===== src/rtl/ring_pkg.sv =====
// Shared constants and header helpers for the 160-bit agent message ring.
package ring_pkg;

  localparam int MSG_W     = 160;
  localparam int ID_W      = 8;
  localparam int HDR_W     = 32;
  localparam int PAYLOAD_W = MSG_W - HDR_W;

  localparam int DST_LSB  = 0;
  localparam int SRC_LSB  = 8;
  localparam int SEQ_LSB  = 16;
  localparam int KIND_LSB = 24;

  localparam logic [ID_W-1:0] KIND_NONE = 8'h00;

  typedef enum logic {
    TX_IDLE,
    TX_SEND
  } tx_state_t;

  // A message is present on a link whenever its header is nonzero.
  function automatic logic msg_valid(input logic [MSG_W-1:0] m);
    return m[HDR_W-1:0] != '0;
  endfunction

  function automatic logic [ID_W-1:0] msg_dst(input logic [MSG_W-1:0] m);
    return m[DST_LSB +: ID_W];
  endfunction

endpackage


===== src/rtl/ring_fifo.sv =====
// Synchronous FIFO; a push into a full FIFO is taken when a pop happens on the same edge.
module ring_fifo #(
  parameter int WIDTH = 160,
  parameter int DEPTH = 4
) (
  input  logic             clk,
  input  logic             rst,
  input  logic             push,
  input  logic [WIDTH-1:0] push_data,
  input  logic             pop,
  output logic [WIDTH-1:0] head,
  output logic             full,
  output logic             empty
);

  localparam int AW = $clog2(DEPTH);
  localparam logic [AW:0] CNT_FULL = DEPTH[AW:0];

  logic [WIDTH-1:0] mem [DEPTH];
  logic [AW-1:0]    wr_ptr;
  logic [AW-1:0]    rd_ptr;
  logic [AW:0]      count;
  logic             do_push;
  logic             do_pop;

  assign empty   = (count == '0);
  assign full    = (count == CNT_FULL);
  assign do_pop  = pop && !empty;
  assign do_push = push && (!full || do_pop);
  assign head    = mem[rd_ptr];

  always_ff @(posedge clk) begin
    if (rst) begin
      wr_ptr <= '0;
      rd_ptr <= '0;
      count  <= '0;
    end else begin
      if (do_push) wr_ptr <= wr_ptr + 1'b1;
      if (do_pop)  rd_ptr <= rd_ptr + 1'b1;
      case ({do_push, do_pop})
        2'b10:   count <= count + 1'b1;
        2'b01:   count <= count - 1'b1;
        default: count <= count;
      endcase
    end
  end

  always_ff @(posedge clk) begin
    if (do_push) mem[wr_ptr] <= push_data;
  end

endmodule


===== src/rtl/ring_endpoint.sv =====
// Host-side ring endpoint: tags and sends host requests, terminates the ring and delivers local messages.
//   state   | meaning
//   TX_IDLE | msgout is 0; waiting for a queued request while en is high
//   TX_SEND | msgout holds a message until okin; stall timer runs down while okin is low
module ring_endpoint
  import ring_pkg::*;
#(
  parameter int TX_DEPTH    = 4,
  parameter int RX_DEPTH    = 4,
  parameter int TIMEOUT_CYC = 1000
) (
  input  logic                 clk,
  input  logic                 rst,
  input  logic [ID_W-1:0]      localid,
  input  logic                 en,
  input  logic                 tx_valid,
  output logic                 tx_ready,
  input  logic [ID_W-1:0]      tx_dst,
  input  logic [ID_W-1:0]      tx_kind,
  input  logic [PAYLOAD_W-1:0] tx_data,
  output logic [MSG_W-1:0]     msgout,
  input  logic                 okin,
  input  logic [MSG_W-1:0]     msgin,
  output logic                 okout,
  output logic                 rx_valid,
  input  logic                 rx_ready,
  output logic [MSG_W-1:0]     rx_msg,
  output logic [15:0]          stray_cnt,
  output logic                 stall_err,
  output logic                 busy
);

  localparam int TW = $clog2(TIMEOUT_CYC + 1);
  localparam logic [TW-1:0] TIMER_LOAD = TW'(TIMEOUT_CYC);
  localparam logic [TW-1:0] TIMER_LAST = TW'(1);

  tx_state_t        state;
  logic [ID_W-1:0]  seq;
  logic [TW-1:0]    timer;
  logic [MSG_W-1:0] tx_entry;
  logic [MSG_W-1:0] tx_head;
  logic             tx_full, tx_empty, tx_push, load_next, xfer_out;
  logic             rx_full, rx_empty, rx_capture, rx_push;

  always_comb begin
    tx_entry                          = '0;
    tx_entry[DST_LSB  +: ID_W]        = tx_dst;
    tx_entry[SRC_LSB  +: ID_W]        = localid;
    tx_entry[SEQ_LSB  +: ID_W]        = seq;
    tx_entry[KIND_LSB +: ID_W]        = tx_kind;
    tx_entry[HDR_W    +: PAYLOAD_W]   = tx_data;
  end

  assign tx_ready  = !tx_full;
  assign tx_push   = tx_valid && tx_ready && (tx_kind != KIND_NONE);
  assign xfer_out  = msg_valid(msgout) && okin;
  assign load_next = !tx_empty && en && ((state == TX_IDLE) || xfer_out);

  ring_fifo #(.WIDTH(MSG_W), .DEPTH(TX_DEPTH)) u_tx_fifo (
    .clk       (clk),
    .rst       (rst),
    .push      (tx_push),
    .push_data (tx_entry),
    .pop       (load_next),
    .head      (tx_head),
    .full      (tx_full),
    .empty     (tx_empty)
  );

  always_ff @(posedge clk) begin
    if (rst) begin
      state     <= TX_IDLE;
      msgout    <= '0;
      timer     <= '0;
      stall_err <= 1'b0;
      seq       <= '0;
    end else begin
      if (tx_push) seq <= seq + 1'b1;
      case (state)
        TX_IDLE: begin
          if (load_next) begin
            msgout <= tx_head;
            timer  <= TIMER_LOAD;
            state  <= TX_SEND;
          end
        end
        TX_SEND: begin
          if (xfer_out) begin
            if (load_next) begin
              msgout <= tx_head;
              timer  <= TIMER_LOAD;
            end else begin
              msgout <= '0;
              state  <= TX_IDLE;
            end
          end else begin
            // The message stays on the ring after a timeout; only the flag reports it.
            if (timer != '0) timer <= timer - 1'b1;
            if (timer == TIMER_LAST) stall_err <= 1'b1;
          end
        end
        default: state <= TX_IDLE;
      endcase
    end
  end

  // okout toggles low after every capture, so the ring delivers at most one message per two cycles.
  assign rx_capture = msg_valid(msgin) && okout;
  assign rx_push    = rx_capture && (msg_dst(msgin) == localid);
  assign rx_valid   = !rx_empty;

  ring_fifo #(.WIDTH(MSG_W), .DEPTH(RX_DEPTH)) u_rx_fifo (
    .clk       (clk),
    .rst       (rst),
    .push      (rx_push),
    .push_data (msgin),
    .pop       (rx_valid && rx_ready),
    .head      (rx_msg),
    .full      (rx_full),
    .empty     (rx_empty)
  );

  always_ff @(posedge clk) begin
    if (rst) begin
      okout     <= 1'b0;
      stray_cnt <= '0;
    end else begin
      okout <= msg_valid(msgin) && !okout && !rx_full;
      if (rx_capture && !rx_push && (stray_cnt != 16'hFFFF))
        stray_cnt <= stray_cnt + 1'b1;
    end
  end

  assign busy = !tx_empty || msg_valid(msgout) || !rx_empty;

endmodule

===== config.mk =====
export PLATFORM = sky130hd
export DESIGN_NAME = ring_endpoint
export DESIGN_NICKNAME = d
export VERILOG_FILES = /design/src/rtl/ring_pkg.sv /design/src/rtl/ring_fifo.sv /design/src/rtl/ring_endpoint.sv
export SDC_FILE = /design/constraint.sdc
export NUM_CORES = 1
export LEC_CHECK = 0
export CAP_MARGIN = 20
export CORE_MARGIN = 4
export CORE_UTILIZATION = 55
export DETAILED_ROUTE_END_ITERATION = 12
export HOLD_SLACK_MARGIN = 0.1
export PLACE_DENSITY = 0.79
export SLEW_MARGIN = 10
export SYNTH_ARGS = -nofsm -noshare
export SYNTH_HDL_FRONTEND = slang
export SYNTH_SLANG_ARGS = --single-unit

===== constraint.sdc =====
create_clock -name clk -period 8.7 [get_ports clk]
set_clock_uncertainty 0.2 [all_clocks]
set_input_delay 1.74 -clock clk [delete_from_list [all_inputs] [get_ports clk]]
set_output_delay 1.74 -clock clk [all_outputs]
set_load 0.01 [all_outputs]

==> run metrics <==
GRT Residual Overflow=0; Hold WC Path Type=flop to flop; Post-Syn Nets=~2,900; WP data required=approximately 6.8 ns; CP max FO=42; RSZ-0062 raised after global routing=false; Final Cycle Share=between 60% and 70%; P_leak=21.2 nW; critical path capture point type=output port; mapped cell area=between 50,000 and 60,000 sq um; synth warn=0; total negative slack=0 ns; share of layout cells above drive strength 1=20.9%; total track usage=between 20% and 30%; die width=roughly 320 um; Cells after Synth=2,560; Slew @ Worst Pin=1.23 ns; synth unique cells=57; Crit Path Class=flop to output port; Max Cap Viol=0; Post-synth EDFFs=1,280; Design Power=18.9 mW; status=complete, no violations; Inserted Clock Buffers=~150; worst hold path depth=2; FF/Latch Area=~43,000 sq um; Port Buffers=658; HPWL Detailed=between 70,000 and 80,000 um; vias in the first global route=29,200; final instance area=67,500 sq um; area taken by multi-input logic gates=11,400 sq um; Seq/Total Area, Yosys=77.7%; pin count of the biggest net entering global routing=approximately 160; Worst Hold Slack=0.303 ns; # IOs=659; clock slew at reported path FFs=0.06 ns; critical path's slowest cell=buf_4; cts repair resizes=0; Routed Antenna Nets=0; CP top delay family=buffers and inverters; fin util=68.3%; core area=98,900 sq um; post-CTS setup buffers=0; placed cell count=4,395; # clock sinks=about 1,500; pwr dens=280 nW/um^2; placed instance area=around 63,000 sq um; Hold Vio Cnt, Final=0; vias per inst=5.97; DR WL/cell=about 27 um; Post-route DRC=0; global placer's final weighted congestion=0.802; H-tree Lvls=4; drt first pass iters=5; first-pass GRT wire length=188,000 um; die height=roughly 320 um; worst setup margin=between 3 and 4 ns; CTS max path bufs=3; TritonCTS clock tree=done; Critical Path Max Stage Delay=approximately 0.76 ns; initial drt markers=2,452; Fmax=between 0.15 and 0.2 GHz; Worst Hold End=stall_err$_SDFFE_PP0P_; Final setup viols=0; antenna violations before repair=38; flops & latches, synth=1,495; worst r2r dst=msgout[43]$_SDFFE_PP0P_; Reg2Reg Launch Point=msgout[11]$_SDFFE_PP0P_; Cell Chain, Critical Path=buf_4 -> mux4_2 -> clkdlybuf4s50_1; Mean Syn Cell Area=approximately 21 sq um; num rows=115; critical path arrival=3.39 ns; Slew Viols, Final=0; Synth async-reset ratio=0%; Slew headroom=18.2%; Layout area overhead=22.8%; fill count=5,927; ys flop type=edfxtp_1; startpoint class of the critical path=flop; Worst VDD drop=around 0.30 mV; worst skew pair latency=0.74 ns; Worst R2R Setup Slack=4.94 ns; hold buffer count at CTS=0; crit path time final=between 5 and 6 ns; Cell Count, Final, Fillers Out=approximately 4,700; worst path bufs/invs=2; startpoint of the worst hold path=stall_err$_SDFFE_PP0P_; Place WS=2.73 ns; Initial Util=55.6%; Root Buffer=clkbuf_16; vias=28,000; drt total wl=around 130,000 um; fin nets=3,590; die area=roughly 110,000 sq um; reg2reg path depth=7
cell usage after synthesis, drive strengths merged, types with 12 or more instances:
library cell	n	area, sq um
a21oi	21	105
a22oi	161	1660
and2	12	75.1
buf	68	604
clkbuf	67	251
dfxtp	215	4300
edfxtp	1280	38400
ha	13	163
inv	18	67.6
mux4	320	7210
nand2	20	77.6
nand3	15	75.1
nor2	209	880
nor4	25	156
xnor2	13	114
xor2	21	184
worst max-delay path by stage:
stage	from	to	slack [ns]	cells after the start
finish	flop	rx_msg[7]	3.37	3
global route	flop	rx_msg[7]	3.06	3
CTS	flop	rx_msg[7]	3.20	3
detailed placement	msgin[4]	u_rx_fifo.mem[0][68]$_DFFE_PP_	2.73	7
global placement	msgin[5]	u_rx_fifo.mem[1][68]$_DFFE_PP_	2.77	7
floorplan	msgin[7]	u_rx_fifo.mem[0][0]$_DFFE_PP_	1.55	5
cell type report:
type / instances / share of cell area [%]
antenna: 32 / 0.119
clock buffer: 200 / 6.08
timing repair buffer: 683 / 10.2
tap: 1287 / 2.38
multi-input combinational: 912 / 16.8
sequential: 1495 / 63.3
inverter: 18 / 0.111
clock inverter: 72 / 1.00
where the power goes:
part           switching [mW]  internal (mW)  total, mW
combinational            2.07           1.93       4.00
clock                    2.61           3.60       6.20
sequential              0.329           8.35       8.68
registers in the layout (all words and copies together), names as in the netlist, 2 cells and up, named ones only:
| register | count |
|---|---|
| timer | 10 |
| stray_cnt | 16 |
| u_tx_fifo.count | 3 |
| u_rx_fifo.count | 3 |
| u_tx_fifo.mem | 640 |
| u_tx_fifo.wr_ptr | 2 |
| u_rx_fifo.mem | 640 |
| u_rx_fifo.rd_ptr | 2 |
| msgout | 160 |
| u_tx_fifo.rd_ptr | 2 |
| seq | 8 |
| u_rx_fifo.wr_ptr | 2 |
per-layer routing:
| layer | wire length, um | global-route usage (%) | share of wire (%) | up-vias |
|---|---|---|---|---|
| met5 | 155 | 0 | 0.12 | - |
| met4 | 3820 | 9.25 | 3.0 | 24 |
| met3 | 13900 | 8.88 | 11 | 239 |
| met2 | 63500 | 39.0 | 50 | 1300 |
| met1 | 46100 | 30.0 | 36 | 14500 |
| li1 | - | - | - | 12000 |
cell families after synthesis:
kind of cell	synth area share [%]
compound gates	3.59
mux	13.2
flops	77.7
xor+xnor	0.542
simple gates	2.85
buf+inv	1.68
fa+ha+maj	0.369
cell usage in the layout, fill, tap and decap left out, types with 19 or more instances in the layout:
cell	count
a22oi_1	71
nand2_1	19
clkbuf_1	38
xor2_1	21
clkdlybuf4s50_1	657
nor4_1	25
nor2_2	38
clkinv_1	23
edfxtp_1	1280
clkinv_2	24
nor2_1	171
diode_2	32
clkbuf_16	154
a21oi_1	21
dfxtp_1	211
a22oi_2	90
mux4_2	320
worst min-delay path, stage by stage (launching register included):
cell     delay [ns]
dfxtp_1        0.34
a41oi_1        0.06
nor2_1         0.07
Power figures use the tool's default switching activity.
